**src/rtl/traffic_pkg.sv**
```systemverilog
// Shared lamp encodings, fault codes and monitor states for the traffic-light safety stage.
package traffic_pkg;

    localparam logic [2:0] LED_RED = 3'b100;
    localparam logic [2:0] LED_GRN = 3'b010;
    localparam logic [2:0] LED_YEL = 3'b001;
    localparam logic [2:0] LED_OFF = 3'b000;

    typedef enum logic [2:0] {
        FC_NONE  = 3'd0,
        FC_ENC   = 3'd1,
        FC_CONF  = 3'd2,
        FC_SKIP  = 3'd3,
        FC_STUCK = 3'd4
    } fault_code_e;

    typedef enum logic [1:0] {
        MON     = 2'd0,
        FLASH   = 2'd1,
        RECOVER = 2'd2
    } mon_state_e;

    typedef logic [31:0] cnt_t;

    function automatic logic is_legal(input logic [2:0] code);
        return (code == LED_RED) || (code == LED_GRN) || (code == LED_YEL);
    endfunction

endpackage

```
**src/rtl/lamp_seq_check.sv**
```systemverilog
// Per-lamp checker: remembers last cycle's code and flags bad encodings and green->red skips.
module lamp_seq_check
    import traffic_pkg::*;
(
    input  logic       clk,
    input  logic       rst_n,
    input  logic [2:0] code_i,
    output logic       is_green_o,
    output logic       is_red_o,
    output logic       bad_enc_o,
    output logic       skip_yel_o,
    output logic       changed_o
);

    logic [2:0] prev_q;

    // NOTE: sequential state uses non-blocking assignment so every flop samples pre-edge values.
    always_ff @(posedge clk) begin
        if (!rst_n) prev_q <= LED_RED;
        else        prev_q <= code_i;
    end

    assign is_green_o = (code_i == LED_GRN);
    assign is_red_o   = (code_i == LED_RED);
    assign bad_enc_o  = !is_legal(code_i);
    assign skip_yel_o = (prev_q == LED_GRN) && (code_i == LED_RED);
    assign changed_o  = (code_i != prev_q);

endmodule

```
**src/rtl/traffic_conflict_monitor.sv**
```systemverilog
// Safety stage behind the street-light FSM: registered lamp pass-through, fault detection,
// flashing-red override until an operator clear, then a short solid-red recovery.
module traffic_conflict_monitor
    import traffic_pkg::*;
#(
    parameter int unsigned FILT_CYC    = 4,
    parameter int unsigned STUCK_CYC   = 200_000_000,
    parameter int unsigned BLINK_HALF  = 8_388_608,
    parameter int unsigned RECOVER_CYC = 16
) (
    input  logic       clk,
    input  logic       rst_n,
    input  logic [2:0] led_n_in,
    input  logic [2:0] led_e_in,
    input  logic [2:0] led_s_in,
    input  logic [2:0] led_w_in,
    input  logic [2:0] led_walk_in,
    input  logic       clear_fault,
    output logic [2:0] lamp_n,
    output logic [2:0] lamp_e,
    output logic [2:0] lamp_s,
    output logic [2:0] lamp_w,
    output logic [2:0] lamp_walk,
    output logic       fault,
    output logic [2:0] fault_code
);

    localparam int NLAMP = 5;  // 0..3 = N/E/S/W roads, 4 = walk

    logic [2:0]       code_in [NLAMP];
    logic [2:0]       lamp_q  [NLAMP];
    logic [NLAMP-1:0] is_green, is_red, bad_enc, skip_yel, changed;

    assign code_in[0] = led_n_in;
    assign code_in[1] = led_e_in;
    assign code_in[2] = led_s_in;
    assign code_in[3] = led_w_in;
    assign code_in[4] = led_walk_in;

    for (genvar i = 0; i < NLAMP; i++) begin : g_lamp
        lamp_seq_check u_chk (
            .clk        (clk),
            .rst_n      (rst_n),
            .code_i     (code_in[i]),
            .is_green_o (is_green[i]),
            .is_red_o   (is_red[i]),
            .bad_enc_o  (bad_enc[i]),
            .skip_yel_o (skip_yel[i]),
            .changed_o  (changed[i])
        );
    end

    logic v1, v2, v3, rearm;
    logic v1_fire, v2_fire, v4_fire;
    cnt_t enc_cnt_q, enc_cnt_d, conf_cnt_q, conf_cnt_d, stuck_cnt_q, stuck_cnt_d;
    cnt_t blink_cnt_q, rec_cnt_q;
    logic blink_off_q, fault_q;
    mon_state_e  state_q;
    fault_code_e fault_code_q, fire_code;

    assign v1 = |bad_enc;
    assign v2 = ($countones(is_green[3:0]) > 1) || (is_green[4] && !(&is_red[3:0]));
    assign v3 = |skip_yel;

    // A persistence filter fires on the cycle its counter would reach the threshold.
    assign v1_fire = v1 && (enc_cnt_q  >= FILT_CYC - 1);
    assign v2_fire = v2 && (conf_cnt_q >= FILT_CYC - 1);
    assign v4_fire = !(|changed) && (stuck_cnt_q >= STUCK_CYC - 1);
    assign rearm   = (state_q == FLASH) && clear_fault && !v1 && !v2 && !v3;

    // NOTE: every combinational output gets a default first so no latch is inferred.
    always_comb begin
        fire_code   = FC_NONE;
        enc_cnt_d   = 32'd0;
        conf_cnt_d  = 32'd0;
        stuck_cnt_d = 32'd0;
        if      (v1_fire) fire_code = FC_ENC;
        else if (v2_fire) fire_code = FC_CONF;
        else if (v3)      fire_code = FC_SKIP;
        else if (v4_fire) fire_code = FC_STUCK;
        if (v1) enc_cnt_d  = (enc_cnt_q  == FILT_CYC)  ? enc_cnt_q  : enc_cnt_q  + 32'd1;
        if (v2) conf_cnt_d = (conf_cnt_q == FILT_CYC)  ? conf_cnt_q : conf_cnt_q + 32'd1;
        if (!rearm && !(|changed))
            stuck_cnt_d = (stuck_cnt_q == STUCK_CYC) ? stuck_cnt_q : stuck_cnt_q + 32'd1;
    end

    always_ff @(posedge clk) begin
        if (!rst_n) begin
            enc_cnt_q   <= 32'd0;
            conf_cnt_q  <= 32'd0;
            stuck_cnt_q <= 32'd0;
        end else begin
            enc_cnt_q   <= enc_cnt_d;
            conf_cnt_q  <= conf_cnt_d;
            stuck_cnt_q <= stuck_cnt_d;
        end
    end

    always_ff @(posedge clk) begin
        if (!rst_n) begin
            state_q      <= MON;
            fault_q      <= 1'b0;
            fault_code_q <= FC_NONE;
            blink_cnt_q  <= 32'd0;
            blink_off_q  <= 1'b0;
            rec_cnt_q    <= 32'd0;
            for (int i = 0; i < NLAMP; i++) lamp_q[i] <= LED_RED;
        end else if (state_q != FLASH && fire_code != FC_NONE) begin
            // A new fault pre-empts both pass-through and an unfinished recovery.
            state_q      <= FLASH;
            fault_q      <= 1'b1;
            fault_code_q <= fire_code;
            blink_cnt_q  <= 32'd0;
            blink_off_q  <= 1'b0;
            for (int i = 0; i < NLAMP; i++) lamp_q[i] <= LED_RED;
        end else begin
            unique case (state_q)
                MON: begin
                    for (int i = 0; i < NLAMP; i++) lamp_q[i] <= code_in[i];
                end
                FLASH: begin
                    if (rearm) begin
                        state_q   <= RECOVER;
                        rec_cnt_q <= 32'd0;
                        for (int i = 0; i < NLAMP; i++) lamp_q[i] <= LED_RED;
                    end else if (blink_cnt_q == BLINK_HALF - 1) begin
                        blink_cnt_q <= 32'd0;
                        blink_off_q <= !blink_off_q;
                        for (int i = 0; i < 4; i++) lamp_q[i] <= blink_off_q ? LED_RED : LED_OFF;
                    end else begin
                        blink_cnt_q <= blink_cnt_q + 32'd1;
                    end
                end
                RECOVER: begin
                    if (rec_cnt_q == RECOVER_CYC - 1) begin
                        state_q      <= MON;
                        fault_q      <= 1'b0;
                        fault_code_q <= FC_NONE;
                        for (int i = 0; i < NLAMP; i++) lamp_q[i] <= code_in[i];
                    end else begin
                        rec_cnt_q <= rec_cnt_q + 32'd1;
                    end
                end
                default: state_q <= MON;
            endcase
        end
    end

    assign lamp_n     = lamp_q[0];
    assign lamp_e     = lamp_q[1];
    assign lamp_s     = lamp_q[2];
    assign lamp_w     = lamp_q[3];
    assign lamp_walk  = lamp_q[4];
    assign fault      = fault_q;
    assign fault_code = fault_code_q;

endmodule

```
**config.mk**
```make
export PLATFORM = sky130hd
export DESIGN_NAME = traffic_conflict_monitor
export DESIGN_NICKNAME = d
export VERILOG_FILES = /design/src/rtl/traffic_pkg.sv /design/src/rtl/lamp_seq_check.sv /design/src/rtl/traffic_conflict_monitor.sv
export SDC_FILE = /design/constraint.sdc
export NUM_CORES = 1
export LEC_CHECK = 0
export BUFFER_PORTS_ARGS = -buffer_cell sky130_fd_sc_hd__buf_4
export CELL_PAD_IN_SITES_DETAIL_PLACEMENT = 1
export CELL_PAD_IN_SITES_GLOBAL_PLACEMENT = 2
export CORE_MARGIN = 1.5
export CORE_UTILIZATION = 41
export DETAILED_ROUTE_END_ITERATION = 7
export PLACE_DENSITY = 0.83
export SETUP_SLACK_MARGIN = 0.4
export SYNTH_ARGS = -nofsm -noshare
export SYNTH_HDL_FRONTEND = slang
export SYNTH_SLANG_ARGS = --single-unit
```
**constraint.sdc**
```tcl
create_clock -name clk -period 9.9 [get_ports clk]
set_input_delay 2.97 -clock clk [delete_from_list [all_inputs] [get_ports clk]]
set_output_delay 2.97 -clock clk [all_outputs]
set_load 0.1 [all_outputs]
```
==> flow_metrics.tcl, run 1 <==
set metrics [dict create \
    status "finished, final reports clean" \
    finalSetupTns_ps 0 \
    yosysSeqAreaShare 0.442 \
    core_mm2 0.0220 \
    ios 37 \
    cts_resized 0 \
    syn_area_mm2 0.00926 \
    hold_depth 2 \
    layout_min_cycle_time_ps 6120 \
    reg2reg_depth 8 \
    antenna_found_initial 0 \
    globalRoute.totalOverflow 0 \
    synthFlopType "dfxtp_1" \
    grt_start_max_net_pins 33 \
    track_usage 0.201 \
    slew_viol_final 0 \
    tritoncts "built" \
    rsz0062_at_grt "false" \
    cts_hold_buf 0 \
    post-route-period-util 0.618 \
    ys_ff_latch 197 \
    synthesis.nets 1108 \
    post_cts_buffers 0 \
    dpl-instance-area_mm2 0.00976 \
    critPathMaxFanout 23 \
    cp_cell_sequence "buf_4 -> nor2_1 -> nand2_1 -> fa_1 -> o41a_1 -> and3_1 -> nand4_2 -> nor2_2 -> o2111ai_2 -> or4_1 -> a21oi_1" \
    layout.nets 1129 \
    grt_pass1_vias 7479 \
    vias 7548 \
    clock_skew_ps 15.0 \
    syn_avg_cell_area_um2 8.57 \
    drc_errors 0 \
    yosysWarnings 0 \
    crit_path_max_incr_delay_ps 760 \
    cts_sinks 197 \
    final_common_cell "nor2_1" \
    drt-total-wl_um 22600 \
    fill_cells 2591 \
    n_antenna_cell 0 \
    cts-buffers-inserted 17 \
    clock_path_buffers 2 \
    dr.pass1.iters 6 \
    start_util 0.421 \
    stdcell_area_mm2 0.0104 \
    ir_drop_mv 0.0886 \
    area_growth_pct 11.8 \
    io_buffer_count 36 \
    p_leak_nw 3.59 \
    cp.required_ps 10280 \
    max_slew_margin 0.227 \
    placementRows 54 \
    max_freq_ghz 0.163 \
    synth_cell_types 65 \
    drt_iter0_drc 363 \
    hold_path.class "flip-flop to flip-flop" \
    ant_nets 0 \
    insertion_delay_ps 450 \
    cts_root_buf "clkbuf_16" \
    synth-async-reset-ratio 0 \
    place_congestion 0.781 \
    hold_viol 0 \
    report.final.setup_viol 0 \
    p_per_area_mw_per_mm2 168 \
    slowest_stage "nor2_2" \
    die_h_um 153 \
    place_hpwl_um 15700 \
    fin_hold_ws_ps 475 \
    grt_pass1_wl_um 38400 \
    syn_inst 1081 \
    start_kind "input pin" \
    final_cell_mix "191 x nor2_1, 182 x dfxtp_1, 101 x xor2_1, 89 x nand2_1, 60 x nand3_1" \
    drive_above_1_share 0.0852 \
    synth_edf_count 15 \
    critPathArrivalTime_ps 6500 \
    drv_cap 0 \
    tightest_slew_ps 1160 \
    htree_num_levels 4 \
    vias_per_cell 5.41 \
    crit_type "input pin to flip-flop" \
    dieArea_mm2 0.0235 \
    routedWlPerCell_um 16.2 \
    cts.clk_slew.worst_paths_ps 80 \
    endpoint_kind "flip-flop" \
    fp.dieW_um 153 \
    power_mw 1.74 \
]
## critical path: cells and delay by family
kind / cells / cell delay (ps)
AOI/OAI and AO/OA: 3 / 820
adders and majority gates: 1 / 580
buffers and inverters: 1 / 140
and+or+nand+nor: 6 / 1970
## cells in the mapped netlist (15+ instances only)
master      n  area share
or3_1      16       0.011
nand4_1    34       0.023
o21ai_0    31       0.017
and2_1     24       0.016
inv_1      24      0.0097
a21oi_1    24       0.013
xnor2_1    46       0.043
nor3_1     31       0.017
edfxtp_1   15       0.049
xor2_1    101       0.095
dfxtp_1   182        0.39
and3_1     29       0.020
nor4_1     29       0.020
nor2_1    191       0.077
nand2_1    89       0.036
nand3_1    60       0.032
clkbuf_1   28       0.011
## cells by family (layout without fill, tap and decap cells)
group	Yosys count	after routing	share of synthesized area
simple gates	566	566	0.308
xor+xnor	147	147	0.139
buf+inv	62	96	0.0265
compound gates	97	97	0.0689
mux	3	3	0.00324
flops	197	197	0.442
fa+ha+maj	9	9	0.0130
## final timing paths
check / end / startpoint / slack, ps
worst min-delay path: rec_cnt_q[31] / rec_cnt_q[31] / 480
worst max register to register: rec_cnt_q[25] / g_lamp[0].u_chk.prev_q[0] / 6450
worst max-delay path: rec_cnt_q[25] / led_n_in[0] / 3780
worst min register to register: rec_cnt_q[31] / rec_cnt_q[31] / 480
## state kept, by name, summed over array words and instances, names as in the netlist
| signal | count |
|---|---|
| enc_cnt_q | 32 |
| g_lamp.u_chk.prev_q | 15 |
| stuck_cnt_q | 32 |
| state_q | 2 |
| fault | 1 |
| fault_code | 3 |
| blink_cnt_q | 32 |
| conf_cnt_q | 32 |
| lamp_q | 15 |
| rec_cnt_q | 32 |
| blink_off_q | 1 |
## power breakdown
group	leakage (nW)	internal, mW	switching [mW]
Clock	0.289	0.380	0.337
Combinational	1.67	0.0438	0.149
Sequential	1.63	0.823	0.0115
## cell type report
| class | instances | area [um^2] | share of cell area |
|---|---|---|---|
| inverters | 24 | 90.1 | 0.00870 |
| repair buffers | 40 | 300 | 0.0290 |
| clock inverters | 15 | 166 | 0.0161 |
| well taps | 280 | 350 | 0.0338 |
| multi-input cells | 822 | 4930 | 0.476 |
| clock buffers | 17 | 425 | 0.0411 |
| flip-flops and latches | 197 | 4090 | 0.395 |
## routing by layer
| metal | wire, um | vias to the layer above | global-route usage |
|---|---|---|---|
| met3 | 526 | 22 | 0.0301 |
| met5 | 0 | - | 0 |
| met2 | 10200 | 72 | 0.313 |
| li1 | - | 3778 | - |
| met4 | 259 | 0 | 0.0593 |
| met1 | 11700 | 3676 | 0.288 |
## metrics by stage
stage,worst slack [ps],std cells,util
5_1_grt,3390,1395,0.470
2_1_floorplan,4330,1081,-
6_report,3780,1395,0.470
4_1_cts,3820,1395,0.470
3_3_place_gp,3410,1363,0.443
3_5_place_dp,3330,1363,0.443
Power figures use the tool's default switching activity.
==> run 2: changes to the inputs <==
Settings changed: CORE_UTILIZATION 41 to 35, PLACE_DENSITY 0.83 to 0.75.
Clock period 9.9 ns to 5.4 ns, I/O delays scaled along.
==> run 2 against run 1 <==
  * Total power up 83%
  * Global-route usage is 3.0 points lower
  * Count of clock-buffer cells in the layout increased by 1
  * Critical path type unchanged
  * Setup slack got worse by 2600 ps
  * First-iteration DRC count shrank 1.4%
  * Sequential power grew 83%
  * Register-to-register slack worse by 4300 ps
  * Die area is 17% higher
  * Via count decreased by 0.68%
==> flow_metrics.tcl, run 2 (synthesis gave the netlist of run 1 again) <==
set metrics [dict create \
    drive_above_1_share 0.0892 \
    final_cell_mix "191 x nor2_1, 182 x dfxtp_1, 101 x xor2_1, 89 x nand2_1, 60 x nand3_1" \
    timing.critical_path.to "rec_cnt_q[27]" \
    report.final.setup_viol 0 \
    ios 37 \
    hold_viol 0 \
    layoutNonFillerInstCount 1456 \
    crit_type "input pin to flip-flop" \
    critPathMaxFanout 19 \
    cts-buffers-inserted 17 \
    core_mm2 0.0260 \
    placementRows 59 \
    max_slew_margin 0.290 \
    die_h_um 166 \
    status "finished, final reports clean" \
    ant_nets 0 \
    n_antenna_cell 0 \
    fin_hold_ws_ps 481 \
    stdcell_area_mm2 0.0105 \
    finalSetupTns_ps 0 \
    regToRegEndpoint "rec_cnt_q[27]" \
    tightest_slew_ps 1060 \
    cts.clk_slew.worst_paths_ps 80 \
    clock_path_buffers 2 \
    hold_path.class "flip-flop to flip-flop" \
    critPathArrivalTime_ps 4580 \
    clock_skew_ps 16.1 \
    place_hpwl_um 16400 \
    cp.required_ps 5770 \
    cts_hold_buf 0 \
    grt_start_max_net_pins 33 \
    io_buffer_count 36 \
    dr.pass1.iters 4 \
    start_util 0.357 \
    start_kind "input pin" \
    vias 7497 \
    utilization 0.403 \
    post-route-period-util 0.780 \
    cts_sinks 197 \
    globalRoute.totalOverflow 0 \
    p_leak_nw 3.62 \
    grt_pass1_wl_um 38800 \
    power_mw 3.19 \
    place_congestion 0.782 \
    layout.nets 1135 \
    drt_iter0_drc 358 \
    cts_root_buf "clkbuf_16" \
    slew_viol_final 0 \
    crit_start "led_n_in[0]" \
    worst_slack_ps 1190 \
    p_per_area_mw_per_mm2 304 \
    dp_slack_ps 769 \
    place_inst 1424 \
    area_growth_pct 13.0 \
    drt-total-wl_um 22900 \
    reg2reg_depth 8 \
    insertion_delay_ps 440 \
    ir_drop_mv 0.166 \
    vias_per_cell 5.15 \
    drc_errors 0 \
    track_usage 0.172 \
    cts_resized 0 \
    grt_pass1_vias 7554 \
    layout_min_cycle_time_ps 4210 \
    dpl-instance-area_mm2 0.00988 \
    routedWlPerCell_um 15.7 \
    r2r-start "enc_cnt_q[20]" \
    max_freq_ghz 0.238 \
    tritoncts "built" \
    endpoint_kind "flip-flop" \
    final_common_cell "nor2_1" \
    fill_cells 3103 \
    drv_cap 0 \
    r2r_slack_ps 2130 \
    antenna_found_initial 1 \
    rsz0062_at_grt "false" \
    htree_num_levels 4 \
    post_cts_buffers 0 \
    dieArea_mm2 0.0275 \
    fp.dieW_um 166 \
]
[run 2: cell count changes in the layout (fill, tap and decap cells not counted), sizes merged]
| cell | delta |
|---|---|
| buf | +6 |
| bufinv | -1 |
| clkbuf | +1 |
| clkinvlp | -1 |
| inv | +1 |
[run 2: worst min-delay path by stage]
stage,startpoint,to,cells after the start
6_report,blink_cnt_q[1],blink_cnt_q[1],2
5_1_grt,rec_cnt_q[31],rec_cnt_q[31],2
4_1_cts,rec_cnt_q[31],rec_cnt_q[31],2
3_5_place_dp,rec_cnt_q[31],rec_cnt_q[31],2
3_3_place_gp,blink_cnt_q[1],blink_cnt_q[1],2
2_1_floorplan,rec_cnt_q[31],rec_cnt_q[31],2
[run 2: power by group]
part           internal, mW  total (mW)  switching (mW)
registers              1.51        1.53          0.0247
clock network         0.662        1.29           0.629
logic                0.0859       0.361           0.275
[run 2: final cells by class]
class / instances / area, um^2 / area share
Multi-Input combinational cell: 822 / 4930 / 0.471
Clock buffer: 18 / 429 / 0.0410
Clock inverter: 14 / 160 / 0.0153
Sequential cell: 197 / 4090 / 0.391
Timing Repair Buffer: 46 / 345 / 0.0330
Inverter: 24 / 90.1 / 0.00861
Tap cell: 335 / 419 / 0.0400
[run 2: layer usage]
layer,GRT usage,vias to the layer above,share of wire
li1,-,3787,-
met1,0.241,3650,0.51
met2,0.273,44,0.45
met3,0.0313,14,0.025
met4,0.0396,2,0.0074
met5,0,-,0.00035
[run 2: worst max-delay path, stage by stage]
cell	delay, ps
buf_4	140
nor2_1	100
nand2_1	80
fa_1	600
o41a_1	160
and3_1	180
nand4_2	230
nor2_2	190
o2111ai_2	490
or4_1	640
a21oi_1	150
==> run 3: changes to the inputs <==
Clock period 5.4 ns to 3.6 ns, I/O delays scaled along.
==> run 3 against run 2 <==
  * Clock skew is 1.0 ps higher
  * Final area is 6.0% higher
  * Via count is 2.5% higher
  * Register-to-register slack worse by 1400 ps
  * Clock power is 56% higher
  * Core utilization is 2.4 points higher
  * Die area stayed put
  * Critical path depth is 1 higher
  * Largest power group unchanged
  * Cell count is 3.1% higher
==> flow_metrics.tcl, run 3 (synthesis gave the netlist of run 1 again) <==
set metrics [dict create \
    status "finished, final reports clean" \
    drive_above_1_share 0.142 \
    fill_cells 3055 \
    crit_start "led_w_in[0]" \
    cts_root_buf "clkbuf_16" \
    p_int_mw 3.49 \
    r2r_slack_ps 710 \
    hold_start "blink_cnt_q[1]" \
    rsz0062_at_grt "true" \
    p_per_area_mw_per_mm2 442 \
    vias_per_cell 5.12 \
    ir_drop_mv 0.340 \
    p_sw_frac 0.288 \
    endpoint_kind "flip-flop" \
    drc_errors 0 \
    routedWlPerCell_um 15.8 \
    placementRows 59 \
    p_clk_frac 0.409 \
    fp.dieW_um 166 \
    worst_slack_ps 356 \
    die_h_um 166 \
    io_buffer_count 36 \
    dp_slack_ps -101 \
    max_slew_margin 0.484 \
    globalRoute.totalOverflow 0 \
    cp.required_ps 3980 \
    track_usage 0.179 \
    vias 7685 \
    hold_viol 0 \
    cts_sinks 197 \
    utilization 0.427 \
    dieArea_mm2 0.0275 \
    dr.pass1.iters 4 \
    place_hpwl_um 16800 \
    core_mm2 0.0260 \
    layout_min_cycle_time_ps 3240 \
    seq_power_share 0.468 \
    insertion_delay_ps 450 \
    p_comb_frac 0.123 \
    start_kind "input pin" \
    clock_skew_ps 17.2 \
    hold_path.class "flip-flop to flip-flop" \
    final_cell_mix "189 x nor2_1, 182 x dfxtp_1, 101 x xor2_1, 86 x nand2_1, 77 x buf_4" \
    grt_pass1_wl_um 40400 \
    critPathMaxFanout 7 \
    cts.clk_slew.worst_paths_ps 80 \
    tightest_slew_ps 767 \
    final_common_cell "nor2_1" \
    switching_power_mw 1.41 \
    grt_pass1_vias 7961 \
    r2r-start "enc_cnt_q[17]" \
    antenna_found_initial 0 \
    slew_viol_final 0 \
    layout.nets 1180 \
    clock_path_buffers 2 \
    cts-buffers-inserted 17 \
    max_freq_ghz 0.308 \
    cts_hold_buf 0 \
    critPathArrivalTime_ps 3620 \
    tritoncts "built" \
    htree_num_levels 4 \
    post-route-period-util 0.901 \
    place_congestion 0.774 \
    drt_iter0_drc 260 \
    drt-total-wl_um 23800 \
    p_leak_nw 3.94 \
    grt_start_max_net_pins 33 \
    crit_type "input pin to flip-flop" \
    n_antenna_cell 0 \
    start_util 0.357 \
    area_growth_pct 19.7 \
    report.final.setup_viol 0 \
    ios 37 \
    drv_cap 0 \
    ant_nets 0 \
]
[run 3: cell count changes in the layout (fill, tap and decap cells not counted), moves of 3 or more]
cell / change
a21oi_2: +3
nand2_2: +3
buf_12: +5
or4_1: -3
buf_4: +31
nand2_1: -3
buf_6: +6
or4_4: +3
a21oi_1: -3
[run 3: path summary, 6_finish.rpt]
| path | to | depth (start not counted) |
|---|---|---|
| worst min register to register | blink_cnt_q[1] | 2 |
| worst max register to register | rec_cnt_q[25] | 9 |
| worst max-delay path | rec_cnt_q[25] | 12 |
| worst min-delay path | blink_cnt_q[1] | 2 |
[run 3: per-layer routing]
| layer | vias up | track usage | share of wire |
|---|---|---|---|
| met3 | 11 | 0.0335 | 0.032 |
| met4 | 0 | 0.0376 | 0.0077 |
| met1 | 3716 | 0.247 | 0.50 |
| met2 | 74 | 0.291 | 0.46 |
| li1 | 3884 | - | - |
| met5 | - | 0 | 0 |
[run 3: final cells by class]
class	instances	area, um^2	share of cell area
Multi-Input combinational cell	822	5050	0.455
Sequential cell	197	4090	0.369
Timing Repair Buffer	91	823	0.0742
Clock buffer	17	425	0.0383
Tap cell	335	419	0.0378
Clock inverter	15	189	0.0170
Inverter	24	90.1	0.00812
[run 3: what timing repair did]
item | in CTS | in global routing
pin swaps | 2 | 4
setup buffers | 2 | 2
setup endpoints to repair | 30 | 49
gates resized for setup | 9 | 19
gates cloned | 1 | 2
[run 3: through the flow]
| stage | TNS, ps | power, mW | hold WS, ps | cells | cell area [um^2] |
|---|---|---|---|---|---|
| floorplan | 0 | 2.75 | 443 | 1081 | 9380 |
| global placement | -1280 | 2.94 | 456 | 1462 | 10300 |
| detailed placement | -2580 | 2.94 | 465 | 1462 | 10300 |
| CTS | 0 | 4.97 | 476 | 1497 | 11000 |
| global route | 0 | 5.11 | 514 | 1501 | 11100 |
| finish | 0 | 4.91 | 476 | 1501 | 11100 |
[run 3: power groups by stage]
stage,Sequential (mW),Clock (mW),Combinational [mW]
after floorplan,2.57,0,0.177
after global placement,2.35,0,0.588
after detailed placement,2.35,0,0.594
after CTS,2.30,2.08,0.599
after global routing,2.30,2.16,0.641
final,2.30,2.01,0.602
[run 3: critical path, cell delays in order]
cell	delay [ps]
buf_6	100
nor2_4	90
nand2_2	70
fa_1	590
o41ai_2	80
o32ai_2	190
o2111ai_2	220
nor3_2	210
o2111ai_2	170
buf_12	180
or4_1	470
a21oi_1	160
